<file path="src/rtl/gpu_sched_pkg.sv">
// gpu_sched_pkg: command encodings, scheduler states and the FIFO word shared by the GPU command scheduler
package gpu_sched_pkg;
  typedef enum logic [1:0] {
    CMD_DRAW  = 2'd0,
    CMD_CLEAR = 2'd1,
    CMD_SWAP  = 2'd2,
    CMD_RSVD  = 2'd3
  } cmd_type_e;
  typedef enum logic [2:0] {
    S_IDLE,
    S_ISSUE,
    S_ARM,
    S_WAIT,
    S_VWAIT
  } state_e;
  typedef struct packed {
    cmd_type_e   typ;
    logic [31:0] address;
    logic [15:0] address_x;
    logic [15:0] address_y;
    logic [15:0] sheetsize;
    logic [15:0] width;
    logic [15:0] height;
    logic [15:0] x;
    logic [15:0] y;
    logic [15:0] color;
  } cmd_t;
endpackage

</file>
<file path="src/rtl/gpu_cmd_fifo.sv">
// gpu_cmd_fifo: synchronous FIFO with occupancy level; overflow pushes and underflow pops are ignored
module gpu_cmd_fifo #(
  parameter int DEPTH = 8,
  parameter int W = 8,
  parameter int AW = $clog2(DEPTH)
) (
  input  logic         clk,
  input  logic         rstn,
  input  logic         push,
  input  logic         pop,
  input  logic [W-1:0] din,
  output logic [W-1:0] dout,
  output logic         full,
  output logic         empty,
  output logic [AW:0]  level
);
  logic [W-1:0] mem [DEPTH];
  logic [AW-1:0] wp, rp;
  logic do_push, do_pop;
  assign full = level == (AW+1)'(DEPTH);
  assign empty = level == '0;
  assign do_push = push && !full;
  assign do_pop = pop && !empty;
  assign dout = mem[rp];
  always_ff @(posedge clk or negedge rstn) begin
    if (!rstn) begin
      wp <= '0;
      rp <= '0;
      level <= '0;
    end else begin
      if (do_push) wp <= wp + 1'b1;
      if (do_pop) rp <= rp + 1'b1;
      level <= level + (AW+1)'(do_push) - (AW+1)'(do_pop);
    end
  end
  always_ff @(posedge clk) begin
    if (do_push) mem[wp] <= din;
  end
endmodule

</file>
<file path="src/rtl/gpu_cmd_scheduler.sv">
// gpu_cmd_scheduler: queues CPU draw/clear/swap commands and issues them one at a time to the GPU
module gpu_cmd_scheduler
  import gpu_sched_pkg::*;
#(
  parameter int DEPTH = 8,
  parameter int AW = $clog2(DEPTH)
) (
  input  logic        clk,
  input  logic        rstn,
  input  logic        cmd_valid,
  output logic        cmd_ready,
  input  logic [1:0]  cmd_type,
  input  logic [31:0] cmd_address,
  input  logic [15:0] cmd_address_x,
  input  logic [15:0] cmd_address_y,
  input  logic [15:0] cmd_sheetsize,
  input  logic [15:0] cmd_width,
  input  logic [15:0] cmd_height,
  input  logic [15:0] cmd_x,
  input  logic [15:0] cmd_y,
  input  logic [15:0] cmd_color,
  output logic [31:0] ctrl_address,
  output logic [15:0] ctrl_address_x,
  output logic [15:0] ctrl_address_y,
  output logic [15:0] ctrl_sheetsize,
  output logic [15:0] ctrl_width,
  output logic [15:0] ctrl_height,
  output logic [15:0] ctrl_x,
  output logic [15:0] ctrl_y,
  output logic [15:0] ctrl_clear_color,
  output logic        ctrl_draw,
  output logic        ctrl_clear,
  input  logic        ctrl_busy,
  input  logic        vblank,
  output logic        fb_swap,
  output logic [AW:0] queue_level,
  output logic        sched_idle
);
  state_e state, state_nx;
  cmd_t wr_cmd, head;
  cmd_type_e cur_type;
  logic full, empty, pop, vblank_q, vblank_rise;
  assign wr_cmd = '{typ: cmd_type_e'(cmd_type), address: cmd_address, address_x: cmd_address_x,
                    address_y: cmd_address_y, sheetsize: cmd_sheetsize, width: cmd_width,
                    height: cmd_height, x: cmd_x, y: cmd_y, color: cmd_color};
  assign cmd_ready = !full;
  assign pop = state == S_IDLE && !empty && !ctrl_busy;
  assign vblank_rise = vblank && !vblank_q;
  gpu_cmd_fifo #(.DEPTH(DEPTH), .W($bits(cmd_t)), .AW(AW)) u_fifo (
    .clk   (clk),
    .rstn  (rstn),
    .push  (cmd_valid),
    .pop   (pop),
    .din   (wr_cmd),
    .dout  (head),
    .full  (full),
    .empty (empty),
    .level (queue_level)
  );
  always_ff @(posedge clk or negedge rstn) begin
    if (!rstn) state <= S_IDLE;
    else state <= state_nx;
  end
  always_comb begin
    state_nx = state;
    case (state)
      S_IDLE:  if (pop) state_nx = head.typ == CMD_SWAP ? S_VWAIT : head.typ == CMD_RSVD ? S_IDLE : S_ISSUE;
      S_ISSUE: state_nx = S_ARM;
      S_ARM:   state_nx = S_WAIT;
      S_WAIT:  if (!ctrl_busy) state_nx = S_IDLE;
      S_VWAIT: if (vblank_rise) state_nx = S_IDLE;
      default: state_nx = S_IDLE;
    endcase
  end
  always_comb begin
    ctrl_draw = state == S_ISSUE && cur_type == CMD_DRAW;
    ctrl_clear = state == S_ISSUE && cur_type == CMD_CLEAR;
    sched_idle = empty && state == S_IDLE && !ctrl_busy;
  end
  // ctrl_* fields only move on a real pop; reserved entries leave them untouched
  always_ff @(posedge clk or negedge rstn) begin
    if (!rstn) begin
      cur_type <= CMD_DRAW;
      ctrl_address <= '0;
      ctrl_address_x <= '0;
      ctrl_address_y <= '0;
      ctrl_sheetsize <= '0;
      ctrl_width <= '0;
      ctrl_height <= '0;
      ctrl_x <= '0;
      ctrl_y <= '0;
      ctrl_clear_color <= '0;
      vblank_q <= 1'b0;
      fb_swap <= 1'b0;
    end else begin
      vblank_q <= vblank;
      fb_swap <= state == S_VWAIT && vblank_rise;
      if (pop && head.typ != CMD_RSVD) begin
        cur_type <= head.typ;
        ctrl_address <= head.address;
        ctrl_address_x <= head.address_x;
        ctrl_address_y <= head.address_y;
        ctrl_sheetsize <= head.sheetsize;
        ctrl_width <= head.width;
        ctrl_height <= head.height;
        ctrl_x <= head.x;
        ctrl_y <= head.y;
        ctrl_clear_color <= head.color;
      end
    end
  end
endmodule
</file>
<file path="config.mk">
export PLATFORM = sky130hd
export DESIGN_NAME = gpu_cmd_scheduler
export DESIGN_NICKNAME = d
export VERILOG_FILES = /design/src/rtl/gpu_sched_pkg.sv /design/src/rtl/gpu_cmd_fifo.sv /design/src/rtl/gpu_cmd_scheduler.sv
export SDC_FILE = /design/constraint.sdc
export NUM_CORES = 2
export LEC_CHECK = 0
export BUFFER_PORTS_ARGS = -buffer_cell sky130_fd_sc_hd__buf_2
export CAP_MARGIN = 20
export CORE_MARGIN = 2
export CORE_UTILIZATION = 45
export DETAILED_ROUTE_END_ITERATION = 12
export GPL_TIMING_DRIVEN = 0
export PLACE_DENSITY_LB_ADDON = 0.3
export SLEW_MARGIN = 20
export SYNTH_ARGS = -nofsm -noshare
export SYNTH_HDL_FRONTEND = slang
export SYNTH_SLANG_ARGS = --single-unit
export TNS_END_PERCENT = 30
</file>
<file path="constraint.sdc">
create_clock -name clk -period 21.5 [get_ports clk]
set_input_delay 0 -clock clk [delete_from_list [all_inputs] [get_ports clk]]
set_output_delay 0 -clock clk [all_outputs]
set_load 0.01 [all_outputs]
</file>
==> summary.md <==
| Metric | Value |
|---|---|
| Share of cells above drive strength 1 | a little under a third |
| Clock transition at path regs | roughly 0.060 ns |
| Die ar. | approximately 120000 µm² |
| Final-report hold violation count | 0 |
| Outcome | completed |
| Largest net degree at the start of global routing | a little over 80 |
| Initial Util | a little under half |
| Number of buffers created by CTS | ~150 |
| Cells taking the most area after synthesis | edfxtp_1 (71%), mux4_2 (13%), dfrtp_1 (8.1%) |
| Synth Register Bits | between 1000 and 1500 |
| GPL Wtd Cong | between 0.7 and 0.8 |
| CP startpoint kind | flip-flop |
| Gr usage total | 21.4% |
| DRC viols | 0 |
| Final worst slack | ~18 ns |
| Unrepaired setup endpoints after global routing | false |
| Register Area | 43300 µm² |
| Sequential share of the synthesized area | between 70% and 80% |
| NumNets Final | about 3500 |
| Wire length per cell | roughly 26 µm |
| Setup TNS Final | 0 ns |
| Fill cell count | approximately 9100 |
| Mapped Cells | ~2500 |
| Area Growth Syn to Fin | 23.9% |
| Setup CP Type | flip-flop to flip-flop |
| Worst reg2reg path startpoint | u_fifo.level[1] |
| Post-synth design cell area | between 50000 and 60000 µm² |
| Max Slew Vio Count | 0 |
| Post-synth net total | approximately 2700 |
| Core ar. | around 120000 µm² |
| Number of global-route vias before repair | roughly 29000 |
| CP endpoint kind | flip-flop |
| Max H-tree Level | 4 |
| Hold_buf cts | between 200 and 250 |
| IO Pins | between 300 and 400 |
| Yosys top cell area share | between 70% and 80% |
| Clock Skew | around 0.027 ns |
| Power Density | around 130 nW/µm² |
| P_leak | roughly 24 nW |
| Via count | approximately 28000 |
| Via-to-Cell Ratio | 5.45 |
| Maximum clock rate | about 260 MHz |
| Final hold slack | ~0.058 ns |
| GRT overflow | 0 |
| Port bufs | between 300 and 400 |
| Synth cell types | 34 |
| Worst Hold End | u_fifo.mem[7][108] |
| Multi-input logic area | between 10000 and 15000 µm² |
| Setup WS pre-CTS | around 18 ns |
| Synth warn | 0 |
| Max-cap viol count | 0 |
| Post-CTS setup buffer count | 0 |
| First-pass GRT wire length | ~190 mm |
| Antenna Violating Nets Remaining | 0 |
| Worst hold stages | 2 |
| PostCTS Resize Cnt | 0 |
| Final WL | 132 mm |
| Hpwl dp | 85.8 mm |
| Clk buf depth | 3 |
| Clock sink count | about 1500 |
| Tmin final | slightly below 4 ns |
| Reg2reg end | u_fifo.mem[1][147] |
| Clock Latency Late Sink | approximately 0.8 ns |
| Worst min path class | primary input to flip-flop |
| Number of setup violations in the final report | 0 |
| Cell Count Post-Placement | between 4000 and 5000 |
| Ratio of final minimum period to clock period | 18.0% |
| Design area | ~68000 µm² |
| Slew @ Worst Pin | 1.12 ns |
| Crit path required time | 21.97 ns |
| R2R cell count | 13 |
| Hold path start | cmd_address_y[12] |
| Initial antenna violation count | 16 |
| Dpl cell area | just over 60000 µm² |
| Ys async rst share | 12.0% |
| Die width | between 300 and 400 µm |
| R2R setup slack | roughly 18 ns |
| Row cnt | approximately 130 |
| Die height | 353 µm |
| Peak VDD IR | 0.0000897 V |
| Worst EP arrival | around 4.3 ns |
| Post-synth EDFFs | around 1300 |
| Non-filler instance count after layout | about 5100 |
| Number of detailed-route iterations in the first pass | 5 |
| Relative slew margins | between 20% and 30% |
| CTS tree | done |
| Synth Area per Inst | 22.1 µm² |
| Cell accounting for the most synthesized area | edfxtp_1 |
| Top_reg_cell synth | edfxtp_1 |
| Critical Path Fanout Max | 7 |
| Initial detailed-routing violation count | ~2500 |
| Root Driver | clkbuf_16 |
[kinds of logic after synthesis]
logic type / synth area share [%]
flip-flops: 79.1
AO/OA/AOI/OAI: 1.64
XOR/XNOR: 0.0959
buffers and inverters: 1.20
adder cells (fa/ha/maj): 0.219
AND/OR/NAND/NOR: 1.38
multiplexers: 16.3
[how the worst max path moves through the flow]
stage	from	endpoint	slack [ns]
after floorplan	u_fifo.level[2]	u_fifo.mem[0][0]	8.46
after global placement	u_fifo.level[1]	u_fifo.mem[0][153]	-5.08
after detailed placement	u_fifo.level[1]	u_fifo.mem[0][1]	17.54
after CTS	u_fifo.level[1]	u_fifo.mem[0][7]	17.51
after global routing	u_fifo.level[1]	u_fifo.mem[0][7]	17.36
final	u_fifo.level[1]	u_fifo.mem[1][147]	17.63
[critical path, cell delays in order (launching register included)]
cell and delay, ns:
dfrtp_1 0.44, nor2_1 0.16, nand2_1 0.11, and2_1 0.13, clkbuf_1 0.34, nand2_1 0.31
nor3_2 0.60, buf_6 0.24, buf_4 0.21, buf_4 0.23, buf_4 0.22, buf_4 0.22
buf_6 0.17, buf_6 0.16
[synth_stat cells, types with 7 or more instances]
master / n
edfxtp_1: 1296
clkbuf_1: 76
mux4_2: 322
mux2i_1: 168
o21ai_1: 100
nor2_1: 7
buf_2: 34
ha_1: 8
nand2_1: 168
a21oi_1: 8
inv_1: 10
o21ai_0: 61
buf_6: 12
dfrtp_1: 177
[registers in the layout, summed over array words and instances, names as in the netlist]
register and flops:
ctrl_y 16, ctrl_sheetsize 16, state 3, ctrl_width 16, ctrl_x 16, ctrl_address_y 16
fb_swap 1, vblank_q 1, ctrl_address 32, ctrl_clear_color 16, ctrl_height 16, u_fifo.mem 1296
u_fifo.level 4, u_fifo.rp 3, u_fifo.wp 3, cur_type 2, ctrl_address_x 16
[placed cells by master, fill, tap and decap left out, types with 8 or more instances in the layout]
cell type,count
edfxtp_1,1296
buf_2,368
mux4_2,322
dlygate4sd3_1,216
dfrtp_1,177
nand2_1,168
mux2i_1,168
clkbuf_16,156
clkbuf_1,114
o21ai_1,100
o21ai_0,61
buf_16,42
buf_4,40
buf_6,29
buf_12,29
clkinv_2,28
clkbuf_8,20
clkinv_1,11
inv_1,10
a21oi_1,8
ha_1,8
[final cells by class]
type	instances	area share (%)
clock buffers	220	6.40
multi-input cells	871	16.0
well taps	1625	2.99
plain buffers	128	0.925
repair buffers	678	8.95
diodes	7	0.0258
clock inverters	64	0.844
flip-flops and latches	1473	63.8
inverters	10	0.0553
[through the flow]
step | utilization, % | total power, mW
after floorplan | - | 5.52
after global placement | 48.2 | 6.53
after detailed placement | 50.1 | 6.53
after CTS | 56.0 | 9.14
after global routing | 56.0 | 9.44
final | 56.0 | 9.03
[power breakdown]
group	total [mW]	switching, mW	internal (mW)
Combinational	2.64	1.46	1.18
Sequential	3.82	0.167	3.65
Clock	2.57	1.08	1.50
Total	9.03	2.70	6.33
[routing by layer]
metal	share of wire, %	up-vias	global-route usage (%)
met4	2.4	14	6.72
met3	6.5	203	4.65
met2	50	926	35.2
met5	0.068	-	0
li1	-	11900	-
met1	41	14600	28.8
(Power assumes the default switching activity.)
